File: src/rtl/pwm_pulse_generator.sv
// -----------------------------------------------------------------------------
// pwm_pulse_generator
//
// Turns a duty word (0..2^CNT_W, unit = 1/2^CNT_W of a period) into a
// glitch-free PWM pin drive. The requested duty is saturated and captured into
// a shadow register only at period boundaries, so a period in flight is never
// reshaped. Dropping Enable_In lets the current period finish (DRAIN) before
// the block returns to IDLE.
//
// Optional build macro: PWM_CENTER_ALIGN_EN
//   undefined : edge-aligned, period = 2^CNT_W clocks, counter 0..2^CNT_W-1.
//   defined   : center-aligned, the counter runs 0 up to 2^CNT_W-1 and back
//               down to 0, period = 2^(CNT_W+1) clocks. Pulses are centred on
//               the counter valley, and duty update, DRAIN exit and
//               Period_Start happen at the valley cycle that starts the up
//               slope.
//
// Ports:
//   sysclk        in   system clock, all logic on the rising edge
//   rst           in   synchronous reset, active-high
//   Enable_In     in   run request, level-sensitive
//   Duty_In       in   requested duty; values above 2^CNT_W saturate
//   Pwm_Out       out  registered PWM drive
//   Period_Start  out  one-cycle pulse in the first cycle of a running period
//   Duty_Active   out  duty currently applied (shadow register)
//   Busy          out  high while in RUN or DRAIN
//   o_dbg_state   out  current FSM state (0 = IDLE, 1 = RUN, 2 = DRAIN)
//
// Handshake: none. Enable_In is a level, sampled every rising edge; Duty_In
// is sampled only on the edge that opens a new period.
// -----------------------------------------------------------------------------
module pwm_pulse_generator #(
  parameter int CNT_W  = 6,
  parameter int DUTY_W = 7
) (
  input  logic              sysclk,
  input  logic              rst,
  input  logic              Enable_In,
  input  logic [DUTY_W-1:0] Duty_In,
  output logic              Pwm_Out,
  output logic              Period_Start,
  output logic [DUTY_W-1:0] Duty_Active,
  output logic              Busy,
  output logic [1:0]        o_dbg_state
);

  localparam int                FULL_I  = 1 << CNT_W;
  localparam logic [DUTY_W-1:0] FULL    = FULL_I[DUTY_W-1:0];
  localparam logic [CNT_W-1:0]  CNT_MAX = {CNT_W{1'b1}};

  typedef enum logic [1:0] {
    S_IDLE  = 2'd0,
    S_RUN   = 2'd1,
    S_DRAIN = 2'd2
  } state_t;

  state_t             r_state;
  logic [CNT_W-1:0]   r_cnt;
  logic [DUTY_W-1:0]  r_duty;
  logic               r_pwm;
  logic               r_ps;
  logic               r_busy;

  state_t             w_state_n;
  logic [CNT_W-1:0]   w_cnt_n;
  logic [DUTY_W-1:0]  w_duty_n;
  logic [DUTY_W-1:0]  w_sat;
  logic               w_wrap;
  logic               w_run_n;
  logic               w_ps_n;
  logic               w_pwm_n;

`ifdef PWM_CENTER_ALIGN_EN
  // r_down = 1 while the triangle counter is on its down slope.
  logic               r_down;
  logic               w_down_n;
  // The period ends on the valley cycle of the down slope.
  assign w_wrap = r_down && (r_cnt == '0);
`else
  assign w_wrap = (r_cnt == CNT_MAX);
`endif

  assign w_sat = (Duty_In > FULL) ? FULL : Duty_In;

  // Next-state values. Outputs are registered from these so that Pwm_Out and
  // Period_Start line up with the cycle in which cnt/Duty_Active hold them.
  always_comb begin
    w_state_n = r_state;
    w_cnt_n   = r_cnt;
    w_duty_n  = r_duty;
`ifdef PWM_CENTER_ALIGN_EN
    w_down_n  = r_down;
`endif
    case (r_state)
      S_IDLE: begin
        w_cnt_n = '0;
`ifdef PWM_CENTER_ALIGN_EN
        w_down_n = 1'b0;
`endif
        if (Enable_In) begin
          w_state_n = S_RUN;
          w_duty_n  = w_sat;
        end
      end
      S_RUN, S_DRAIN: begin
        if (w_wrap) begin
          w_cnt_n = '0;
`ifdef PWM_CENTER_ALIGN_EN
          w_down_n = 1'b0;
`endif
          if (Enable_In) begin
            w_state_n = S_RUN;
            w_duty_n  = w_sat;
          end else if (r_state == S_RUN) begin
            // Enable dropped in the last cycle of a RUN period: the new
            // period is the one that drains.
            w_state_n = S_DRAIN;
            w_duty_n  = w_sat;
          end else begin
            w_state_n = S_IDLE;
          end
        end else begin
`ifdef PWM_CENTER_ALIGN_EN
          if (!r_down) begin
            // The peak value is held for two cycles: once on each slope.
            if (r_cnt == CNT_MAX) w_down_n = 1'b1;
            else                  w_cnt_n  = r_cnt + 1'b1;
          end else begin
            w_cnt_n = r_cnt - 1'b1;
          end
`else
          w_cnt_n = r_cnt + 1'b1;
`endif
          w_state_n = Enable_In ? S_RUN : S_DRAIN;
        end
      end
      default: begin
        w_state_n = S_IDLE;
        w_cnt_n   = '0;
`ifdef PWM_CENTER_ALIGN_EN
        w_down_n  = 1'b0;
`endif
      end
    endcase
  end

  assign w_run_n = (w_state_n != S_IDLE);
  assign w_pwm_n = w_run_n && (DUTY_W'(w_cnt_n) < w_duty_n);
`ifdef PWM_CENTER_ALIGN_EN
  assign w_ps_n  = w_run_n && (w_cnt_n == '0) && !w_down_n;
`else
  assign w_ps_n  = w_run_n && (w_cnt_n == '0);
`endif

  always_ff @(posedge sysclk) begin
    if (rst) begin
      r_state <= S_IDLE;
      r_cnt   <= '0;
      r_duty  <= '0;
      r_pwm   <= 1'b0;
      r_ps    <= 1'b0;
      r_busy  <= 1'b0;
`ifdef PWM_CENTER_ALIGN_EN
      r_down  <= 1'b0;
`endif
    end else begin
      r_state <= w_state_n;
      r_cnt   <= w_cnt_n;
      r_duty  <= w_duty_n;
      r_pwm   <= w_pwm_n;
      r_ps    <= w_ps_n;
      r_busy  <= w_run_n;
`ifdef PWM_CENTER_ALIGN_EN
      r_down  <= w_down_n;
`endif
    end
  end

  assign Pwm_Out      = r_pwm;
  assign Period_Start = r_ps;
  assign Duty_Active  = r_duty;
  assign Busy         = r_busy;
  assign o_dbg_state  = r_state;

endmodule

File: config.mk
export PLATFORM = sky130hd
export DESIGN_NAME = pwm_pulse_generator
export DESIGN_NICKNAME = d
export VERILOG_FILES = /design/src/rtl/pwm_pulse_generator.sv
export SDC_FILE = /design/constraint.sdc
export NUM_CORES = 1
export LEC_CHECK = 0
export BUFFER_PORTS_ARGS = -buffer_cell sky130_fd_sc_hd__buf_2
export CAP_MARGIN = 20
export CORE_MARGIN = 2
export CORE_UTILIZATION = 51
export CTS_CLUSTER_DIAMETER = 120
export DETAILED_ROUTE_END_ITERATION = 8
export PLACE_DENSITY = 0.76
export SYNTH_ARGS = -nofsm -noshare
export SYNTH_HDL_FRONTEND = slang
export SYNTH_SLANG_ARGS = --single-unit
File: constraint.sdc
create_clock -name sysclk -period 3.5 [get_ports sysclk]
set_clock_uncertainty 0.1 [all_clocks]
set_input_delay 0.35 -clock sysclk [delete_from_list [all_inputs] [get_ports sysclk]]
set_output_delay 0.35 -clock sysclk [all_outputs]
set_load 0.1 [all_outputs]
==> results.json <==
{
  "internal_power_mw": 0.3105,
  "vias": 878,
  "synth_edf_count": 0,
  "ys.flop_type": "dfxtp_1",
  "die_h_um": 48.69,
  "top_usage_layer": "met2",
  "drc_errors": 0,
  "r2r_start": "o_dbg_state[0]$_SDFF_PP0_",
  "cpPeakStageDelay_ps": 500,
  "drive_gt1_share_pct": 31.34,
  "dieArea_sq_um": 2370,
  "post-route-period-util_pct": 85.23,
  "ir_worst_vdd_v": 0.0002330,
  "cts_tree": "built",
  "power.total_mw": 0.5463,
  "gp_congestion": 0.8360,
  "synth_nets": 131,
  "nets": 155,
  "core_sq_um": 1922,
  "placementRows": 16,
  "use_met1_pct": 24.37,
  "via_per_inst": 5.453,
  "p_leak_nw": 0.5568,
  "dpl_cell_area_sq_um": 1146,
  "place_ws_ps": 579.6,
  "die-width_um": 48.69,
  "min-delay-start": "Enable_In",
  "cp_cell_sequence": "inv_1 -> ha_1 -> inv_1 -> nor3_1 -> o21a_1 -> a22oi_2 -> ha_1 -> a211o_1 -> a21oi_1 -> o31a_1 -> o31ai_1 -> a31oi_1",
  "maxSlewViolCount": 0,
  "end_kind": "register",
  "crit_buf_inv": 2,
  "r2r_cells": 12,
  "r2r_slack_ps": 520,
  "wl_per_cell_um": 12.53,
  "p_per_area_nw_per_um2": 467.5,
  "grt_usage_pct": 18.88,
  "status": "complete, no violations",
  "clock_sinks": 18,
  "swShare_pct": 43.16,
  "combPwrFrac_pct": 38.5,
  "antenna_found_initial": 0,
  "setup_slack_ps": 517.0,
  "wirelength_mm": 2.017,
  "syn_area_per_cell_sq_um": 9.094,
  "area_growth_pct": 14.74,
  "clk_pin_slew_ps": 110,
  "overflow": 0,
  "dr.pass1.iters": 4,
  "ctsHtreeMaxLevel": 1,
  "tightest_slew_ps": 508.5,
  "clock-root-buffer": "clkbuf_4",
  "cts_resized": 0,
  "power.share.sequential_pct": 42.2,
  "required_ps": 3640,
  "grt_max_degree": 16,
  "critPathTopFamily": "compound AO/OA/AOI/OAI gates",
  "io_pins": 22,
  "syn_area_sq_um": 1018,
  "dpl.cell_count": 158,
  "cpMaxStageDelayCell": "ha_1",
  "port_buffers": 21,
  "rsz0062_at_grt": "no",
  "ys_ff_latch": 18,
  "min_period_ps": 2983,
  "clk_latency_ps": 300,
  "tns_ps": 0,
  "crit_fanout": 10,
  "relSlewSlack_pct": 65.75,
  "grt_pass1_wl_mm": 3.560,
  "synth_cells": 112,
  "power.switching_mw": 0.2358,
  "use_met3_pct": 4.321,
  "dp_hpwl_mm": 1.525,
  "n_antenna_cell": 0,
  "finalHoldViolCount": 0,
  "fmax_ghz": 0.3352,
  "rr_endpoint": "Pwm_Out$_SDFF_PP0_",
  "ctsHoldBuffers": 0,
  "clock_power_share_pct": 19.3,
  "hold_depth": 2,
  "grt_pass1_vias": 817,
  "start_util_pct": 52.99,
  "drt_iter0_drc": 21,
  "cts_buffer_depth": 2,
  "cts_buffers": 3,
  "use_met2_pct": 29.91,
  "ys_warn_count": 0,
  "holdPathEnd": "o_dbg_state[1]$_SDFF_PP0_",
  "worstHoldPathType": "in2reg",
  "synthArstFlopShare_pct": 0,
  "antenna_left": 0,
  "yosysUniqueCellTypes": 38,
  "synth.yosys.seq_area_share_pct": 35.38,
  "finalInstanceArea_sq_um": 1169,
  "path_class": "reg2reg",
  "critPathLaunchType": "register",
  "setup_violations": 0,
  "post-cts-setup-buffers": 0,
  "cap_violations": 0,
  "worstPathArrival_ps": 3120,
  "n_fill_cell": 189,
  "fin_cells": 161
}
==> metal layers <==
metal | wire (um) | vias to the layer above | share of wire [%]
met3 | 99 | 5 | 4.9
li1 | - | 441 | -
met5 | 0 | - | 0
met2 | 928 | 32 | 46
met4 | 41 | 0 | 2.0
met1 | 947 | 400 | 47
==> area by class of cell <==
class	count	area (sq um)	share of cell area, %
Clock buffer	3	22.52	1.927
Multi-Input combinational cell	83	613.1	52.46
Timing Repair Buffer	21	105.1	8.994
Sequential cell	18	360.3	30.84
Tap cell	27	33.78	2.891
Inverter	9	33.78	2.891
==> synth_stat cells, types with 2 or more instances <==
master / n / share of area [%]
nor2_1: 9 / 3.3
dfxtp_1: 18 / 35
a21oi_1: 3 / 1.5
nand3_1: 4 / 2.0
ha_1: 9 / 11
nand2_1: 10 / 3.7
nor2b_1: 3 / 1.8
nand2b_1: 2 / 1.2
a22oi_2: 5 / 6.1
o21ai_0: 6 / 2.9
o31ai_1: 2 / 1.5
inv_1: 9 / 3.3
nor3_1: 2 / 0.98
xnor2_1: 2 / 1.7
nor2_2: 5 / 3.1
==> cell families after synthesis <==
| logic type | after synthesis | synth area share (%) |
|---|---|---|
| and+or+nand+nor | 42 | 21.26 |
| adders and majority gates | 9 | 11.06 |
| xor gates and xnor gates | 3 | 2.580 |
| AOI/OAI and AO/OA | 27 | 22.85 |
| muxes | 2 | 2.457 |
| buffers and inverters | 11 | 4.422 |
| DFF | 18 | 35.38 |
==> power by group through the flow <==
stage	logic (mW)	clock network, mW	registers (mW)
finish	0.210	0.106	0.230
global route	0.224	0.116	0.233
CTS	0.211	0.107	0.230
detailed placement	0.210	0	0.235
global placement	0.208	0	0.235
floorplan	0.0780	0	0.333
==> worst reg2reg max path: stages, from the launching register on <==
cell     delay, ps
dfxtp_1        410
inv_1           60
ha_1           500
inv_1          110
nor3_1         220
o21a_1         310
a22oi_2        110
ha_1           300
a211o_1        290
a21oi_1        120
o31a_1         150
o31ai_1         70
a31oi_1        170
==> state kept, by name, indices dropped and copies added, names as in the netlist <==
| name | flops |
|---|---|
| Period_Start | 1 |
| r_cnt | 6 |
| Duty_Active | 7 |
| o_dbg_state | 2 |
| Pwm_Out | 1 |
| Busy | 1 |
==> how the worst max path moves through the flow <==
| stage | from | end | slack [ps] | cells past startpoint |
|---|---|---|---|---|
| floorplan | o_dbg_state[0]$_SDFF_PP0_ | Pwm_Out$_SDFF_PP0_ | 110 | 11 |
| global placement | o_dbg_state[0]$_SDFF_PP0_ | Pwm_Out$_SDFF_PP0_ | 620 | 12 |
| detailed placement | o_dbg_state[0]$_SDFF_PP0_ | Pwm_Out$_SDFF_PP0_ | 580 | 12 |
| CTS | o_dbg_state[0]$_SDFF_PP0_ | Pwm_Out$_SDFF_PP0_ | 530 | 12 |
| global route | o_dbg_state[0]$_SDFF_PP0_ | Pwm_Out$_SDFF_PP0_ | 240 | 12 |
| finish | o_dbg_state[0]$_SDFF_PP0_ | Pwm_Out$_SDFF_PP0_ | 520 | 12 |
==> per-stage QoR <==
step | hold slack [ps] | utilization, %
2_1_floorplan | 321.6 | -
3_3_place_gp | 407.4 | 59.64
3_5_place_dp | 421.1 | 59.64
4_1_cts | 179.6 | 60.81
5_1_grt | 190.6 | 60.81
6_report | 185.9 | 60.81
==> placed cells by master (no fill, tap or decap), types with 2 or more instances in the layout <==
cell,instances
buf_2,21
dfxtp_1,18
nand2_1,10
inv_1,9
nor2_1,9
ha_1,9
o21ai_0,6
a22oi_2,5
nor2_2,5
nand3_1,4
nor2b_1,3
a21oi_1,3
clkbuf_4,3
nor3_1,2
xnor2_1,2
nand2b_1,2
o31ai_1,2
Note: power is estimated with default switching activity, not from simulation.
